## config.mk

```make
export PLATFORM = sky130hd
export DESIGN_NAME = ablauf_steuerung
export DESIGN_NICKNAME = d
export VERILOG_FILES = /design/src/rtl/ablauf_steuerung.sv
export SDC_FILE = /design/constraint.sdc
export NUM_CORES = 1
export LEC_CHECK = 0
export ABC_AREA = 1
export CORE_ASPECT_RATIO = 1.1
export CORE_UTILIZATION = 51
export DETAILED_ROUTE_END_ITERATION = 10
export PLACE_DENSITY_LB_ADDON = 0.25
export SLEW_MARGIN = 20
export SYNTH_ARGS = -nofsm -noshare
export SYNTH_HDL_FRONTEND = slang
export SYNTH_SLANG_ARGS = --single-unit
export TNS_END_PERCENT = 30
```

## constraint.sdc

```tcl
create_clock -name Takt -period 2.2 [get_ports Takt]
set_input_delay 0.66 -clock Takt [delete_from_list [all_inputs] [get_ports Takt]]
set_output_delay 0.66 -clock Takt [all_outputs]
set_load 0.005 [all_outputs]
```

## src/rtl/ablauf_steuerung.sv

```systemverilog
// Multi-cycle instruction sequencer: fetch, decode, execute, memory, writeback.
// All control strobes are registered from the next-state decode.
module ablauf_steuerung (
  input  logic        Takt,
  input  logic        Reset,
  input  logic        Anhalten,
  input  logic        SpeicherBereit,
  input  logic        AluFertig,
  input  logic        Null,
  input  logic        LoadBefehl,
  input  logic        StoreBefehl,
  input  logic        UnbedingterSprungBefehl,
  input  logic        BedingterSprungBefehl,
  input  logic        Sprungbedingung,
  input  logic        JALBefehl,
  input  logic [5:0]  ZielRegister,
  output logic        BefehlHolen,
  output logic        DekodierSignal,
  output logic        AluStart,
  output logic        SpeicherLesen,
  output logic        SpeicherSchreiben,
  output logic        RegisterSchreiben,
  output logic        PCInkrement,
  output logic        PCLaden,
  output logic        Fehler,
  output logic [2:0]  Zustand,
  output logic [31:0] BefehlZaehler
);

  typedef enum logic [2:0] {
    LEERLAUF   = 3'd0,
    HOLEN      = 3'd1,
    DEKODIEREN = 3'd2,
    LESEN      = 3'd3,
    AUSFUEHREN = 3'd4,
    SPEICHER   = 3'd5,
    ZURUECK    = 3'd6,
    FEHLER     = 3'd7
  } zustand_t;

  zustand_t    r_zustand;
  zustand_t    w_naechster;
  logic        r_bereit;
  logic [7:0]  r_wachhund;
  logic [31:0] r_zaehler;

  logic r_holen, r_dek, r_alu, r_lesen, r_schreiben;
  logic r_reg, r_pcinc, r_pcladen, r_fehler;

  logic w_holen, w_dek, w_alu, w_lesen, w_schreiben;
  logic w_reg, w_pcinc, w_pcladen, w_fehler;
  logic w_sprung, w_rs, w_zur, w_warten;

  always_comb begin
    w_naechster = r_zustand;
    w_sprung    = UnbedingterSprungBefehl
                | (BedingterSprungBefehl & (Null == Sprungbedingung));
    w_rs        = (ZielRegister != 6'd0) & ~StoreBefehl
                & ~BedingterSprungBefehl
                & (~UnbedingterSprungBefehl | JALBefehl);
    w_warten    = (r_zustand == HOLEN) | (r_zustand == SPEICHER);
    case (r_zustand)
      LEERLAUF:
        if (r_bereit && !Anhalten) w_naechster = HOLEN;
      HOLEN:
        if (SpeicherBereit)            w_naechster = DEKODIEREN;
        else if (r_wachhund == 8'hFF)  w_naechster = FEHLER;
      DEKODIEREN: w_naechster = LESEN;
      LESEN:      w_naechster = AUSFUEHREN;
      AUSFUEHREN:
        if (AluFertig)
          w_naechster = (LoadBefehl || StoreBefehl) ? SPEICHER : ZURUECK;
      SPEICHER:
        if (SpeicherBereit)            w_naechster = ZURUECK;
        else if (r_wachhund == 8'hFF)  w_naechster = FEHLER;
      ZURUECK:
        w_naechster = Anhalten ? LEERLAUF : HOLEN;
      FEHLER:     w_naechster = FEHLER;
      default:    w_naechster = LEERLAUF;
    endcase

    w_zur       = (w_naechster == ZURUECK);
    w_holen     = (w_naechster == HOLEN);
    w_dek       = (w_naechster == DEKODIEREN);
    w_alu       = (w_naechster == AUSFUEHREN) && (r_zustand != AUSFUEHREN);
    w_lesen     = (w_naechster == SPEICHER) && LoadBefehl;
    // load wins if a malformed decode flags both
    w_schreiben = (w_naechster == SPEICHER) && StoreBefehl && !LoadBefehl;
    w_reg       = w_zur & w_rs;
    w_pcladen   = w_zur & w_sprung;
    w_pcinc     = w_zur & ~w_sprung;
    w_fehler    = (w_naechster == FEHLER);
  end

  always_ff @(posedge Takt or posedge Reset) begin
    if (Reset) begin
      r_zustand   <= LEERLAUF;
      r_bereit    <= 1'b0;
      r_wachhund  <= 8'd0;
      r_zaehler   <= 32'd0;
      r_holen     <= 1'b0;
      r_dek       <= 1'b0;
      r_alu       <= 1'b0;
      r_lesen     <= 1'b0;
      r_schreiben <= 1'b0;
      r_reg       <= 1'b0;
      r_pcinc     <= 1'b0;
      r_pcladen   <= 1'b0;
      r_fehler    <= 1'b0;
    end else begin
      r_zustand   <= w_naechster;
      r_bereit    <= 1'b1;
      // counts only while waiting in place; any state change restarts it
      if (w_warten && (w_naechster == r_zustand))
        r_wachhund <= r_wachhund + 8'd1;
      else
        r_wachhund <= 8'd0;
      if (r_zustand == ZURUECK)
        r_zaehler <= r_zaehler + 32'd1;
      r_holen     <= w_holen;
      r_dek       <= w_dek;
      r_alu       <= w_alu;
      r_lesen     <= w_lesen;
      r_schreiben <= w_schreiben;
      r_reg       <= w_reg;
      r_pcinc     <= w_pcinc;
      r_pcladen   <= w_pcladen;
      r_fehler    <= w_fehler;
    end
  end

  assign Zustand           = r_zustand;
  assign BefehlZaehler     = r_zaehler;
  assign BefehlHolen       = r_holen;
  assign DekodierSignal    = r_dek;
  assign AluStart          = r_alu;
  assign SpeicherLesen     = r_lesen;
  assign SpeicherSchreiben = r_schreiben;
  assign RegisterSchreiben = r_reg;
  assign PCInkrement       = r_pcinc;
  assign PCLaden           = r_pcladen;
  assign Fehler            = r_fehler;

endmodule

```

# [Yosys cells after proc, flatten, opt, wreduce, memory -nomap -nowiden]
# Index checks and enable logic that the tools add are counted.
[totals] ff_bits=53 latchBits=0 mem_bits_rw=0 rom_bits=0 in_bits=18 out_inout_bits=44 wordCells=66 mem_count=0
[classes] addsub=2 multipliers=0 n_div=0 magnitude_cmp=0 n_eq_ne=17 n_shift=0 muxes=9 n_bitwise=14 n_reduce_logical=11
[op_table] op="32-bit by 1-bit adder with 32-bit output (second input constant)" count=1
[op_table] op="3-bit == test (second input constant)" count=8
[op_table] op="3-bit case mux with 8 select lines" count=1
[op_table] op="3-bit 2-to-1 mux" count=5
[op_table] op="3-bit by 2-bit == test with 1-bit output (second input constant)" count=3
[op_table] op="8-bit by 1-bit adder with 8-bit output (second input constant)" count=1
[op_table] op="8-bit == test (second input constant)" count=1
[op_table] op="8-bit 2-to-1 mux" count=1
[op_table] op="1-bit bitwise AND" count=7
[op_table] op="3-bit by 1-bit == test with 1-bit output (second input constant)" count=2
[op_table] op="1-bit logical AND" count=6
[op_table] op="6-bit nonzero test" count=1
[op_table] op="1-bit NOT" count=4
[op_table] op="3-bit == test" count=1
[op_table] op="3-bit logical NOT" count=1
[op_table] op="3-bit != test (second input constant)" count=1
[op_table] op="1-bit bitwise OR" count=3
[op_table] op="1-bit logical NOT" count=2
[op_table] op="2-bit 2-to-1 mux" count=1
[op_table] op="1-bit == test" count=1
[op_table] op="1-bit logical OR" count=1
[op_table] op="1-bit 2-to-1 mux" count=1

# [Logic depth before layout (Yosys ltp)]
[logic_depth] word_depth=7 mapped_depth=10 depth_no_buf=10

# [Worst setup path after synthesis]
# No wires, ideal clock.
[synth_path] path_type="register to register" startpoint="reg r_zaehler[1] (netlist: BefehlZaehler[1])" endpoint="reg r_zaehler[28] (netlist: BefehlZaehler[28])" setup_ns=0.117 arrival_ns=1.276 t_required_ns=2.083 setup_slack_ns=0.808 path_stages_with_launch=11 path_buffers=0 period_less_slack_ns=1.392 cell_sequence="dfrtp_1 ha_1 nand3_1 inv_1 nand2_4 nor2_8 nand2_4 nor2_4 nand2_1 nand2_1 nand2_1"
[synth_between] elab_chain_len=1
[synth_lines] item="start: declaration" line_no="45" source="logic [31:0] r_zaehler;"
[synth_lines] item="start signal: assignment" line_no="119" source="r_zaehler <= r_zaehler + 32'd1;"
[synth_lines] item="32-bit by 1-bit adder with 32-bit output" line_no="119"
# Every way passes these cells.
# A chain may end at the register's enable or synchronous reset.

# [Worst setup path after layout]
[layout_path] startpoint="reg r_zustand[1] (netlist: Zustand[1])" endpoint="out Zustand[1]"
[layout_lines] item="start: declaration" line_no="41" source="zustand_t r_zustand;"
[layout_lines] item="start signal: assignment" line_no="111" source="r_zustand <= w_naechster;"
[layout_lines] item="end: declaration" line_no="26" source="output logic [2:0] Zustand,"
# No word-level cell between the ends.

==> impl_results.md <==
* Outcome: complete, no violations
* Setup TNS at 0 ns
* # IOs at 62
* Clock-pin slew on the worst setup and hold paths at 0.09 ns
* Hold Path Cell Cnt at 1
* Placed cell areas at 0.00359 mm²
* Slowest cell on crit path: clkdlybuf4s50_1
* Predominant post-synthesis flop cell: dfrtp_1
* Max Cap Viol at 0
* Library cells used by synthesis at 31
* Syn_area_per_cell at 7.72 µm²
* Vias in the first global route at 2456
* Worst R2R End: BefehlZaehler[26]
* Post CTS Setup Buffer Count at 0
* Hpwl dp at 4720 µm
* Share of cells above drive strength 1 at 6.12%
* Fill count at 481
* 1st-iter DRT viols at 132
* Critical path class: register to output pin
* CP Buf/Inv Count at 1
* CTS tree: done
* Final net count at 460
* Syn Std Cell Area at 0.00288 mm²
* Setup violators final at 0
* CTS Buf Count at 5
* Min-delay src: r_wachhund[0]
* WL final at 6120 µm
* Die Footprint at 0.00595 mm²
* Minimum clock period at 2.07 ns
* Number of synthesized register bits at 53
* Commonest cells post-synth: nand2_1, nor2_1, dfrtp_1
* FF-to-FF Start: Zustand[0]
* Pleak at 1.75 nW
* Reg2Reg Depth at 8
* PnR worst setup slack at 0.128 ns
* RSZ-0062 raised after global routing: no
* Grt ovf at 0
* GPL Wtd Cong at 0.863
* Cts hold-fix bufs at 0
* Die Y at 80.8 µm
* Family with the most delay on the worst path: buffers and inverters
* Root buf cell: clkbuf_8
* Final ANT Viol Nets at 0
* Buffers on Ports at 61
* H-tree depth at 2
* Fin. Hold Viols at 0
* DRC viols at 0
* Vias at 2576
* Yosys warning count at 0
* Critical Path Source: Zustand[1]
* Initial Util at 53.3%
* Total GRT Usage at 22.7%
* Delay of the slowest critical-path stage at 0.58 ns
* Synth top area share at 46.1%
* Max VDD drop at 0.576 mV
* Worst-path cell chain: clkdlybuf4s50_1
* Final instance area at 0.00367 mm²
* Vias per cell at 4.99
* Async set or reset register ratio after synthesis at 100%
* Hold Slack at 0.476 ns
* Clock tree buffer depth at 2
* Die width at 73.6 µm
* Total power draw at 2.63 mW
* Power density cells at 717 mW/mm²
* Gate Count Post-Synth at 373
* Largest net degree at the start of global routing at 54
* Syn Nets at 393
* Critical Path Fanout Max at 8
* Post-Route Skew at 0.0125 ns
* Min-delay worst type: register to register
* # clock sinks at 53
* CP endpoint kind: output pin
* Arrival time worst endpoint at 1.41 ns
* Sequential cell area at 0.00133 mm²
* Diodes inserted at 0
* Critical Path RT at 1.54 ns
* Post-synth EDFFs at 0
* Worst-skew pair later-pin latency at 0.30 ns
* FF-to-FF setup slack at 0.45 ns
* Worst Hold Path EP: r_wachhund[0]
* Core Area at 0.00540 mm²
* Wire per inst at 11.9 µm
* Layout Area Growth over Synthesis at 27.7%
* Fmax at 483 MHz
* Synth area leaders: dfrtp_1, nand2_1, nor2_1
* Area of the multi-input gates at 0.00141 mm²
* Critical Path Source Type: register
* Final Max Slew Viols at 0
* Fin crit share at 94.2%
* DRT Pass-1 Iters at 4
* Count leader, synth: nand2_1
* First-pass GRT wire length at 10500 µm
* Post-synthesis sequential area ratio at 46.1%
* Synth area leader: dfrtp_1
* Post_cts resized at 0
* Row Count at 28
* Post-Place Worst Slack at 0.202 ns
* Initial antenna violation count at 0
-- worst reg2reg max path: cells and delay by family (launching register included) --
kind	cells	cell delay [ns]
compound gates	1	0.16
buf+inv	2	0.37
flops	1	0.46
simple gates	5	0.65
-- sequential cells by signal, summed over array words and instances (netlist names) --
name and flops:
Fehler 1, Zustand 3, PCInkrement 1, r_bereit 1
RegisterSchreiben 1, BefehlZaehler 32, SpeicherLesen 1, PCLaden 1
r_wachhund 8, AluStart 1, SpeicherSchreiben 1, DekodierSignal 1
BefehlHolen 1
-- cell type report --
type	instances	area share, %
clock buffers	7	2.08
clock inverters	1	0.204
inverters	35	3.61
multi-input cells	283	38.3
flip-flops and latches	53	36.1
well taps	75	2.55
repair buffers	62	17.2
-- worst max path at each step --
stage	endpoint	slack, ns	cells after the start
floorplan	AluStart	0.25	1
global placement	r_wachhund[0]	0.28	7
detailed placement	r_wachhund[3]	0.20	7
CTS	Zustand[1]	0.12	1
global route	Zustand[1]	0.07	1
finish	Zustand[1]	0.13	1
-- cell usage in the layout, fill, tap and decap left out, types with 2 or more instances in the layout --
cell | netlist | layout
nor2_1 | 71 | 71
clkbuf_8 | 0 | 5
clkdlybuf4s50_1 | 0 | 61
xnor2_1 | 11 | 11
a21oi_1 | 2 | 2
xor2_1 | 17 | 17
ha_1 | 2 | 2
nand2_2 | 2 | 2
nor2_2 | 5 | 5
clkbuf_1 | 0 | 2
nor2_4 | 2 | 2
nand4_1 | 2 | 2
inv_2 | 1 | 2
dfrtp_1 | 53 | 53
nand2_1 | 128 | 128
inv_1 | 33 | 32
nand3_1 | 13 | 13
nand3b_1 | 10 | 10
nor3_1 | 5 | 5
nand2_4 | 2 | 2
-- cell families (layout without fill, tap and decap cells) --
| logic type | Yosys count | count (layout) | synth area share, % |
|---|---|---|---|
| other | 1 | 1 | 0.130 |
| buffers and inverters | 37 | 105 | 5.04 |
| flip-flops | 53 | 53 | 46.1 |
| AO/OA/AOI/OAI | 7 | 7 | 1.83 |
| AND/OR/NAND/NOR | 245 | 245 | 37.5 |
| XOR/XNOR | 28 | 28 | 8.52 |
| adder cells (fa/ha/maj) | 2 | 2 | 0.869 |
-- per-stage QoR --
stage	std cells	utilization, %
6_report	516	68.1
2_1_floorplan	373	-
4_1_cts	516	68.1
5_1_grt	516	68.1
3_3_place_gp	508	66.5
3_5_place_dp	508	66.5
-- metal layers --
layer	routed length, µm	track usage (%)	up-vias
met5	0	0	-
met4	103	9.23	0
met3	208	3.47	10
met2	3220	40.4	65
met1	2600	27.4	1224
li1	-	-	1277
-- power by group --
part	switching (mW)	total (mW)	internal [mW]
combinational	0.481	0.873	0.392
clock	0.303	0.528	0.226
sequential	0.134	1.23	1.10
(Power assumes the default switching activity.)
